`src/rtl/seg7_scroll_if.sv`:
```
// rtl/seg7_scroll_if.sv - switch/button inputs and anode/cathode/busy outputs of the scrolling display
interface seg7_scroll_if #(
    parameter int DATA_W = 16,
    parameter int NUM_AN = 4
) ();
    logic              start;
    logic              SL;
    logic              SR;
    logic [DATA_W-1:0] sw;
    logic [NUM_AN-1:0] AN;
    logic [6:0]        ledSEG;
    logic              busy;

    modport master (
        output start, SL, SR, sw,
        input  AN, ledSEG, busy
    );

    modport slave (
        input  start, SL, SR, sw,
        output AN, ledSEG, busy
    );
endinterface

```
`src/rtl/seg7_scroll_display.sv`:
```
// rtl/seg7_scroll_display.sv - sampled switch word to BCD via double-dabble, scanned onto a rotatable 7-seg window
// Optional feature macro: SIGNED_EN (two's-complement sample, sign shown as dash/blank).
module seg7_scroll_display #(
    parameter int DATA_W     = 16,
    parameter int NUM_DIG    = 5,
    parameter int NUM_AN     = 4,
    parameter int SAMPLE_DIV = 100_000_000,
    parameter int SCAN_DIV   = 262_144
) (
    input  logic               clk,
    input  logic               rst,
    seg7_scroll_if.slave       bus
);
    localparam int SMP_W = (SAMPLE_DIV > 1) ? $clog2(SAMPLE_DIV) : 1;
    localparam int SCN_W = (SCAN_DIV > 1) ? $clog2(SCAN_DIV) : 1;
    localparam int P_W   = (NUM_AN > 1) ? $clog2(NUM_AN) : 1;
    localparam int IT_W  = $clog2(DATA_W + 1);
    localparam int BCD_W = 4 * NUM_DIG;
    localparam logic [6:0] GLYPH_DASH  = 7'b1111110;
    localparam logic [6:0] GLYPH_BLANK = 7'b1111111;

    function automatic logic [6:0] glyph(input logic [3:0] v);
        case (v)
            4'd0:    glyph = 7'b0000001;
            4'd1:    glyph = 7'b1001111;
            4'd2:    glyph = 7'b0010010;
            4'd3:    glyph = 7'b0000110;
            4'd4:    glyph = 7'b1001100;
            4'd5:    glyph = 7'b0100100;
            4'd6:    glyph = 7'b0100000;
            4'd7:    glyph = 7'b0001111;
            4'd8:    glyph = 7'b0000000;
            4'd9:    glyph = 7'b0000100;
            default: glyph = GLYPH_BLANK;
        endcase
    endfunction

    logic [SMP_W-1:0]  smp_cnt_q, smp_cnt_d;
    logic [DATA_W-1:0] sample_q, sample_d;
    logic [2:0]        sync1_q, sync1_d, sync2_q, sync2_d, prev_q, prev_d;
    logic [2:0]        pulse;
    logic              start_p, sl_p, sr_p;

    logic              busy_q, busy_d;
    logic [IT_W-1:0]   iter_q, iter_d;
    logic [DATA_W-1:0] shreg_q, shreg_d;
    logic [BCD_W-1:0]  bcd_q, bcd_d;
    logic [BCD_W-1:0]  bcd_adj, bcd_shift;
    logic [DATA_W-1:0] magnitude;
    logic [3:0]        dig_q [NUM_DIG];
    logic [3:0]        dig_d [NUM_DIG];
`ifdef SIGNED_EN
    logic              sign_conv_q, sign_conv_d;
    logic              sign_q, sign_d;
`endif

    logic [SCN_W-1:0]  scan_cnt_q, scan_cnt_d;
    logic [P_W-1:0]    p_q, p_d, p_next;
    logic [NUM_AN-1:0] an_q, an_d;
    logic [6:0]        seg_q, seg_d;
    logic [6:0]        sign_glyph;
    logic [3:0]        sel_dig;

    assign bus.AN     = an_q;
    assign bus.ledSEG = seg_q;
    assign bus.busy   = busy_q;

    // Bit order {start, SL, SR}; edge detector fires once per press however long it is held.
    assign pulse   = sync2_q & ~prev_q;
    assign start_p = pulse[2];
    assign sl_p    = pulse[1];
    assign sr_p    = pulse[0];

`ifdef SIGNED_EN
    // Negating the most-negative value wraps to itself, which read unsigned is the right magnitude.
    assign magnitude  = sample_q[DATA_W-1] ? (~sample_q + DATA_W'(1)) : sample_q;
    assign sign_glyph = sign_q ? GLYPH_DASH : GLYPH_BLANK;
`else
    assign magnitude  = sample_q;
    assign sign_glyph = GLYPH_DASH;
`endif

    always_comb begin
        bcd_adj = '0;
        for (int n = 0; n < NUM_DIG; n++) begin
            bcd_adj[n*4 +: 4] = (bcd_q[n*4 +: 4] >= 4'd5) ? bcd_q[n*4 +: 4] + 4'd3 : bcd_q[n*4 +: 4];
        end
        bcd_shift = (bcd_adj << 1) | BCD_W'(shreg_q[DATA_W-1]);
    end

    always_comb begin
        smp_cnt_d = smp_cnt_q + SMP_W'(1);
        sample_d  = sample_q;
        if (smp_cnt_q == SMP_W'(SAMPLE_DIV - 1)) begin
            smp_cnt_d = '0;
            sample_d  = bus.sw;
        end

        sync1_d = {bus.start, bus.SL, bus.SR};
        sync2_d = sync1_q;
        prev_d  = sync2_q;

        busy_d  = busy_q;
        iter_d  = iter_q;
        shreg_d = shreg_q;
        bcd_d   = bcd_q;
        for (int i = 0; i < NUM_DIG; i++) dig_d[i] = dig_q[i];
`ifdef SIGNED_EN
        sign_conv_d = sign_conv_q;
        sign_d      = sign_q;
`endif

        if (busy_q) begin
            shreg_d = shreg_q << 1;
            bcd_d   = bcd_shift;
            iter_d  = iter_q + IT_W'(1);
            if (iter_q == IT_W'(DATA_W - 1)) begin
                busy_d = 1'b0;
                for (int i = 0; i < NUM_DIG; i++) dig_d[i] = bcd_shift[(NUM_DIG-1-i)*4 +: 4];
`ifdef SIGNED_EN
                sign_d = sign_conv_q;
`endif
            end
        end else if (start_p) begin
            busy_d  = 1'b1;
            iter_d  = '0;
            bcd_d   = '0;
            shreg_d = magnitude;
`ifdef SIGNED_EN
            sign_conv_d = sample_q[DATA_W-1];
`endif
        end else if (sl_p && !sr_p) begin
            for (int i = 0; i < NUM_DIG; i++) dig_d[i] = dig_q[(i + 1) % NUM_DIG];
        end else if (sr_p && !sl_p) begin
            for (int i = 0; i < NUM_DIG; i++) dig_d[i] = dig_q[(i + NUM_DIG - 1) % NUM_DIG];
        end
    end

    always_comb begin
        scan_cnt_d = scan_cnt_q + SCN_W'(1);
        p_d        = p_q;
        an_d       = an_q;
        seg_d      = seg_q;
        p_next     = (p_q == P_W'(NUM_AN - 1)) ? '0 : p_q + P_W'(1);
        sel_dig    = '0;
        for (int k = 1; k < NUM_AN; k++) begin
            if (p_next == P_W'(k)) sel_dig = dig_q[k-1];
        end
        if (scan_cnt_q == SCN_W'(SCAN_DIV - 1)) begin
            scan_cnt_d = '0;
            p_d        = p_next;
            an_d       = ~(NUM_AN'(1) << (NUM_AN - 1 - int'(p_next)));
            seg_d      = (p_next == '0) ? sign_glyph : glyph(sel_dig);
        end
    end

    always_ff @(posedge clk or posedge rst) begin
        if (rst) begin
            smp_cnt_q  <= '0;
            sample_q   <= '0;
            sync1_q    <= '0;
            sync2_q    <= '0;
            prev_q     <= '0;
            busy_q     <= 1'b0;
            iter_q     <= '0;
            shreg_q    <= '0;
            bcd_q      <= '0;
            for (int i = 0; i < NUM_DIG; i++) dig_q[i] <= '0;
`ifdef SIGNED_EN
            sign_conv_q <= 1'b0;
            sign_q      <= 1'b0;
`endif
            scan_cnt_q <= '0;
            p_q        <= '0;
            an_q       <= '1;
            seg_q      <= GLYPH_BLANK;
        end else begin
            smp_cnt_q  <= smp_cnt_d;
            sample_q   <= sample_d;
            sync1_q    <= sync1_d;
            sync2_q    <= sync2_d;
            prev_q     <= prev_d;
            busy_q     <= busy_d;
            iter_q     <= iter_d;
            shreg_q    <= shreg_d;
            bcd_q      <= bcd_d;
            for (int i = 0; i < NUM_DIG; i++) dig_q[i] <= dig_d[i];
`ifdef SIGNED_EN
            sign_conv_q <= sign_conv_d;
            sign_q      <= sign_d;
`endif
            scan_cnt_q <= scan_cnt_d;
            p_q        <= p_d;
            an_q       <= an_d;
            seg_q      <= seg_d;
        end
    end
endmodule

```
`src/flat_wrapper.sv`:
```
// flat-port wrapper written by rule: the top's interface ports become plain ports
module seg7_scroll_display_flat 
#(
    parameter int DATA_W     = 16,
    parameter int NUM_DIG    = 5,
    parameter int NUM_AN     = 4,
    parameter int SAMPLE_DIV = 100_000_000,
    parameter int SCAN_DIV   = 262_144
)
  (clk, rst, bus_start, bus_SL, bus_SR, bus_sw, bus_AN, bus_ledSEG, bus_busy);
  seg7_scroll_if #(.DATA_W(DATA_W), .NUM_AN(NUM_AN)) bus_i ();
  input  logic clk;
  input  logic rst;
  input wire logic [$bits(bus_i.start)-1:0] bus_start;
  input wire logic [$bits(bus_i.SL)-1:0] bus_SL;
  input wire logic [$bits(bus_i.SR)-1:0] bus_SR;
  input wire logic [$bits(bus_i.sw)-1:0] bus_sw;
  output wire logic [$bits(bus_i.AN)-1:0] bus_AN;
  output wire logic [$bits(bus_i.ledSEG)-1:0] bus_ledSEG;
  output wire logic [$bits(bus_i.busy)-1:0] bus_busy;
  assign bus_i.start = bus_start;
  assign bus_i.SL = bus_SL;
  assign bus_i.SR = bus_SR;
  assign bus_i.sw = bus_sw;
  assign bus_AN = bus_i.AN;
  assign bus_ledSEG = bus_i.ledSEG;
  assign bus_busy = bus_i.busy;
  seg7_scroll_display #(.DATA_W(DATA_W), .NUM_DIG(NUM_DIG), .NUM_AN(NUM_AN), .SAMPLE_DIV(SAMPLE_DIV), .SCAN_DIV(SCAN_DIV)) u_core (.clk(clk), .rst(rst), .bus(bus_i));
endmodule
```
`config.mk`:
```
export PLATFORM = sky130hd
export DESIGN_NAME = seg7_scroll_display_flat
export DESIGN_NICKNAME = d
export VERILOG_FILES = /design/src/rtl/seg7_scroll_if.sv /design/src/rtl/seg7_scroll_display.sv /design/src/flat_wrapper.sv
export SDC_FILE = /design/constraint.sdc
export NUM_CORES = 1
export LEC_CHECK = 0
export CORE_MARGIN = 3
export CORE_UTILIZATION = 50
export CTS_BUF_LIST = sky130_fd_sc_hd__clkbuf_8
export DETAILED_ROUTE_END_ITERATION = 10
export PLACE_DENSITY = 0.69
export SYNTH_ARGS = -nofsm -noshare
export SYNTH_HDL_FRONTEND = slang
export SYNTH_SLANG_ARGS = --single-unit
```
`constraint.sdc`:
```
create_clock -name clk -period 13.85 [get_ports clk]
set_input_delay 2.77 -clock clk [delete_from_list [all_inputs] [get_ports clk]]
set_output_delay 2.77 -clock clk [all_outputs]
set_load 0.005 [all_outputs]
```
== Word level (Yosys, flattened, before mapping) ==
Memories as Yosys holds them, arrays and structs flattened.
Index checks and enable logic that the tools add are counted.

* Word-level logic and storage cells: 82
* Memories kept: 1
* RAM bits: 0
* Output and inout port bits: 12
* Flip-flop bits (word level): 145
* Bits in latches: 0
* Bits of input ports: 21
* Memory bits (read-only): 112

{| class="wikitable"
|+ Memory list
! memory !! words !! width !! read ports !! clocked after Yosys merged registers in !! wr ports !! line !! RTL
|-
| (name not given) || 16 || 7 || 1 || 0 || 0 || seg7_scroll_display.sv:23 || <nowiki>case (v)</nowiki>
|}

* Shifts and indexed selects: 1
* $lt $le $gt $ge: 5
* Reduce and logical (&&, ||, !) cells: 8
* Add/sub/neg operators: 10
* Eq/ne operators: 9
* Bitwise logic cells: 4
* Multiplexer cells: 26
* Divide/modulo/power cells: 0
* Multipliers: 0

{| class="wikitable"
|+ Operators by type and width
! kind !! number
|-
| $mux 20 || 7
|-
| $mux 16 || 2
|-
| $shl 1x32->4 const A || 1
|-
| $mux 4 || 7
|-
| $add 27x1->27 const B || 1
|-
| $eq 27x27->1 const B || 1
|-
| $mux 27 || 1
|-
| $ge 4x3->1 const B || 5
|-
| $or 20x1->20 || 1
|-
| $add 18x1->18 const B || 1
|-
| $eq 18x18->1 const B || 1
|-
| $mux 18 || 1
|-
| $add 4x2->4 const B || 4
|-
| $mux 5 || 2
|-
| $mux 7 || 1
|-
| $eq 2x2->1 const B || 3
|-
| $add 5x1->5 const B || 1
|-
| $eq 5x4->1 const B || 1
|-
| $ne 2x2->1 const B || 2
|-
| $not 4->4 || 1
|-
| $add 3x2->3 const B || 1
|-
| $and 3x3->3 || 1
|-
| $mux 1 || 3
|-
| $mux 3 || 1
|-
| other kinds (11) || 13
|}

== Logic depth before layout (Yosys ltp) ==
* Depth in word-level cells: 8
* Depth in mapped cells: 10
* Gate-level depth less buffers: 9

== Worst setup path after synthesis ==
Ideal clock, no wire load.

* Path kind: register to output
* From: register u_core.an_q[3] (netlist: u_core.bus.AN[3])
* To: output bus_AN[3]
* Setup slack: 10.570 ns
* Cell stages (with the launch flop): 1
* Arrival time: 0.510 ns
* Buffers on the path: 0
* Required time: 11.080 ns
* Cells stage by stage: dfstp_2

{| class="wikitable"
|+ RTL lines
! item !! line !! RTL
|-
| start: declaration || seg7_scroll_display.sv:59 || <nowiki>logic [NUM_AN-1:0] an_q, an_d;</nowiki>
|-
| start signal: assignment || seg7_scroll_display.sv:194 || <nowiki>an_q <= an_d;</nowiki>
|-
| end: declaration || flat_wrapper.sv:18 || <nowiki>output wire logic [$bits(bus_i.AN)-1:0] bus_AN;</nowiki>
|}

No word-level cell between the ends.

== Final worst setup path ==
* From: register u_core.seg_q[2] (netlist: u_core.bus.ledSEG[2])
* To: output bus_ledSEG[2]

{| class="wikitable"
|+ RTL lines
! item !! line !! RTL
|-
| start: declaration || seg7_scroll_display.sv:60 || <nowiki>logic [6:0] seg_q, seg_d;</nowiki>
|-
| start signal: assignment || seg7_scroll_display.sv:195 || <nowiki>seg_q <= seg_d;</nowiki>
|-
| end: declaration || flat_wrapper.sv:19 || <nowiki>output wire logic [$bits(bus_i.ledSEG)-1:0] bus_ledSEG;</nowiki>
|}

No word-level cell between the ends.

==> results.ini <==
[setup_path]
ff2ff_setup_slack_ns=11.36
arrival_ns=1.48
crit_slowest_cell=sky130_fd_sc_hd__dfstp_2
path_depth=1
crit_path_cell_trace=clkdlybuf4s50_1
r2r-end=u_core.magnitude[14]$_DFFE_PP0N_
critical_path.max_fanout=2
timing.critical_path.from_type=register
cp_top_family=flip-flops
worst-endpoint-required_ns=11.08
critical_path.max_stage_delay_ns=0.54
setup.worst_path.class=reg2out
cp.buffers_inverters=1
crit-reg2reg-launch=u_core.smp_cnt_q[19]$_DFF_PP0_
timing.reg2reg.worst_path_depth=5
end_kind=output pin

[clock_tree]
cts.sink_count=145
cts-htree-levels=4
cts_tree=built
clock_latency_ns=0.45
resized_cells_post_cts=0
cts_setup_buffers=0
cts_hold_repair.buffers=0
worst_setup_hold_path_clk_slew_ns=0.08
clock_tree.root_cell=sky130_fd_sc_hd__clkbuf_8
clockBufferDepth=2
cts_made_buffers=17

[cells_and_area]
antenna_diode_count=0
multi_input_comb_area_um2=3260
n_fill_cell=1215
register_area_um2=3640
most_common_cell_after_layout_fill_and_taps_aside=sky130_fd_sc_hd__dfrtp_1
post-route-util_pct=57.1
final_nets=752
ratio_of_cells_with_drive_above_1_in_the_final_layout_pct=10.3
leading_cell_types_in_the_layout_fill_and_taps_excluded=133 x sky130_fd_sc_hd__dfrtp_1, 73 x sky130_fd_sc_hd__nand2_1, 57 x sky130_fd_sc_hd__o21ai_0
area_growth_syn_to_layout_pct=11.2

[yosys]
async_reset_ff_share_pct=100
synth.yosys.warnings=0
synth_cells=681
post_synth_num_cell_types=51
yosys_most_used_dff=sky130_fd_sc_hd__dfrtp_1
synth_sequential_area_ratio_pct=50.7
synth_area_leaders=sky130_fd_sc_hd__dfrtp_1 47%, sky130_fd_sc_hd__mux2i_1 6.1%, sky130_fd_sc_hd__ha_1 4.5%
synth_nets=728
synth.ff_latch_count=145
syn_area_per_cell_um2=10.5
synth_top_area_cell=sky130_fd_sc_hd__dfrtp_1
mappedNetlistArea_um2=7180
number_of_enable_type_register_cells_in_the_synthesized_netlist=0
post-synth-top-area-fraction_pct=46.7

[grt]
grt_pass1_wl_um=23100
overflow=0
first_global_vias=4948
number_of_antenna_violations_at_the_first_check_in_global_routing=0
grt_resource_usage_total_pct=17.6
grt_max_degree=99

[power_and_ir_drop]
leakage_uw=0.00355
p_clk_share_pct=35.2
power.switching_uw=268
power_density_nw_per_um2=115
internal_power_uw=651
ir_worst_vdd_mv=0.0727
power.switching_fraction_pct=29.2
power_frac_seq_pct=49.6
combPwrFrac_pct=15.2

[timing]
grt_setup_unrepaired=no
maxSlewViolCount=0
fin_setup_tns_ns=0
period_share_pct=30.7
period_needed_ns=4.25
max_freq_mhz=235
setup_viol_count_final=0
finalClockSkew_ns=0.00836
finalHoldViolCount=0
relSlewSlack_pct=22.8
slew_at_the_pin_closest_to_its_max_slew_limit_ns=1.16

[floorplanning]
core_area_um2=14000
fp-row-count=43
initial_core_util_pct=51.3
die-area_um2=15800
die_x_um=126
ioPinCount=33
die_height_um=126

[drt]
drt_drc_violations_left=0
dr.pass1.iters=4
detail_route.iter0.violations=270
drt_wl_total_um=13100
route.vias.total=4840
average_routed_wire_per_standard_cell_um=14.6
detail-route-antenna-nets=0
viasPerCell=5.39

[place]
finalWeightedCongestion=0.807
io_buffer_count=32
detailed_place_hpwl_um=8950

[min_path]
min_delay_worst_endpoint=u_core.prev_d[2]$_DFF_PP0_
worst_hold_launch=u_core.sync1_q[2]$_DFF_PP0_
type_of_the_worst_min_delay_path=reg2reg
worstHoldPathCells=0

[outcome]
run_status=finished, final reports clean

[run]
maxCapViolations=0

-- worst reg2reg max path, delay by kind of cell, from the launching register on --
kind | cells | cell delay (ns)
buffers and inverters | 1 | 0.39
muxes | 1 | 0.38
and+or+nand+nor | 3 | 1.20
DFF | 1 | 0.42
-- state kept, by name, summed over array words and instances, names as in the netlist --
register / count
u_core.p_q: 2
u_core.smp_cnt_q: 27
u_core.bus.busy: 1
u_core.dig_q: 20
u_core.bcd_q: 20
u_core.bus.ledSEG: 7
u_core.magnitude: 16
u_core.scan_cnt_q: 18
u_core.iter_q: 5
u_core.shreg_q: 16
u_core.prev_q: 3
u_core.prev_d: 3
u_core.bus.AN: 4
u_core.sync1_q: 3
-- per-stage QoR --
stage,setup WS [ns],hold WS (ns),cell area (um^2),power [uW],cells
floorplan,7.20,0.331,7180,569,681
finish,9.60,0.352,7990,919,898
global placement,9.12,0.332,7590,597,866
detailed placement,9.08,0.335,7590,603,866
CTS,9.56,0.354,7990,930,898
global route,9.36,0.358,7990,969,898
-- cell families after synthesis --
| group | Yosys count | share of synthesized area (%) |
|---|---|---|
| simple gates | 215 | 15.0 |
| flops | 145 | 50.7 |
| compound gates | 124 | 10.2 |
| mux | 66 | 10.1 |
| buf+inv | 59 | 3.85 |
| xor+xnor | 46 | 5.61 |
| fa+ha+maj | 26 | 4.53 |
-- routing by layer --
metal	global-route usage, %	part of all wire, %	up-vias
li1	-	-	2394
met1	23.4	48	2363
met2	28.9	48	66
met3	4.24	3.4	17
met4	5.30	1.2	0
met5	0	0	-
-- synthesized netlist by cell type, types with 11 or more instances --
library cell and instances:
sky130_fd_sc_hd__dfrtp_1 134, sky130_fd_sc_hd__nand2_1 73, sky130_fd_sc_hd__o21ai_0 57, sky130_fd_sc_hd__nor2_1 47, sky130_fd_sc_hd__mux2i_1 44, sky130_fd_sc_hd__a21oi_1 32, sky130_fd_sc_hd__inv_1 28, sky130_fd_sc_hd__ha_1 26
sky130_fd_sc_hd__xor2_1 24, sky130_fd_sc_hd__xnor2_1 22, sky130_fd_sc_hd__nand3_1 20, sky130_fd_sc_hd__clkbuf_1 18, sky130_fd_sc_hd__a22o_1 13, sky130_fd_sc_hd__nand2b_1 12, sky130_fd_sc_hd__nor3_1 12, sky130_fd_sc_hd__dfstp_2 11
-- worst max-delay path by stage --
| stage | from | to | slack, ns |
|---|---|---|---|
| after floorplan | rst | u_core.bcd_q[0]$_DFFE_PP0P_ | 7.20 |
| after global placement | rst | u_core.bus.busy$_DFF_PP0_ | 9.12 |
| after detailed placement | rst | u_core.bus.busy$_DFF_PP0_ | 9.08 |
| after CTS | u_core.bus.ledSEG[5]$_DFFE_PP1N_ | bus_ledSEG[5] | 9.56 |
| after global routing | rst | u_core.bus.busy$_DFF_PP0_ | 9.36 |
| final | u_core.bus.ledSEG[2]$_DFFE_PP1N_ | bus_ledSEG[2] | 9.60 |
-- area by class of cell --
cell class,count,area share [%]
flip-flops and latches,145,45.6
clock inverters,11,1.32
clock buffers,21,3.62
well taps,180,2.82
repair buffers,36,4.39
inverters,28,1.38
multi-input cells,477,40.9
-- power by group through the flow --
stage / logic (uW) / clock network, uW / registers (uW)
6_report: 139 / 324 / 456
5_1_grt: 157 / 353 / 458
4_1_cts: 140 / 334 / 456
3_5_place_dp: 139 / 0 / 464
3_3_place_gp: 135 / 0 / 463
2_1_floorplan: 109 / 0 / 460
(Power assumes the default switching activity.)
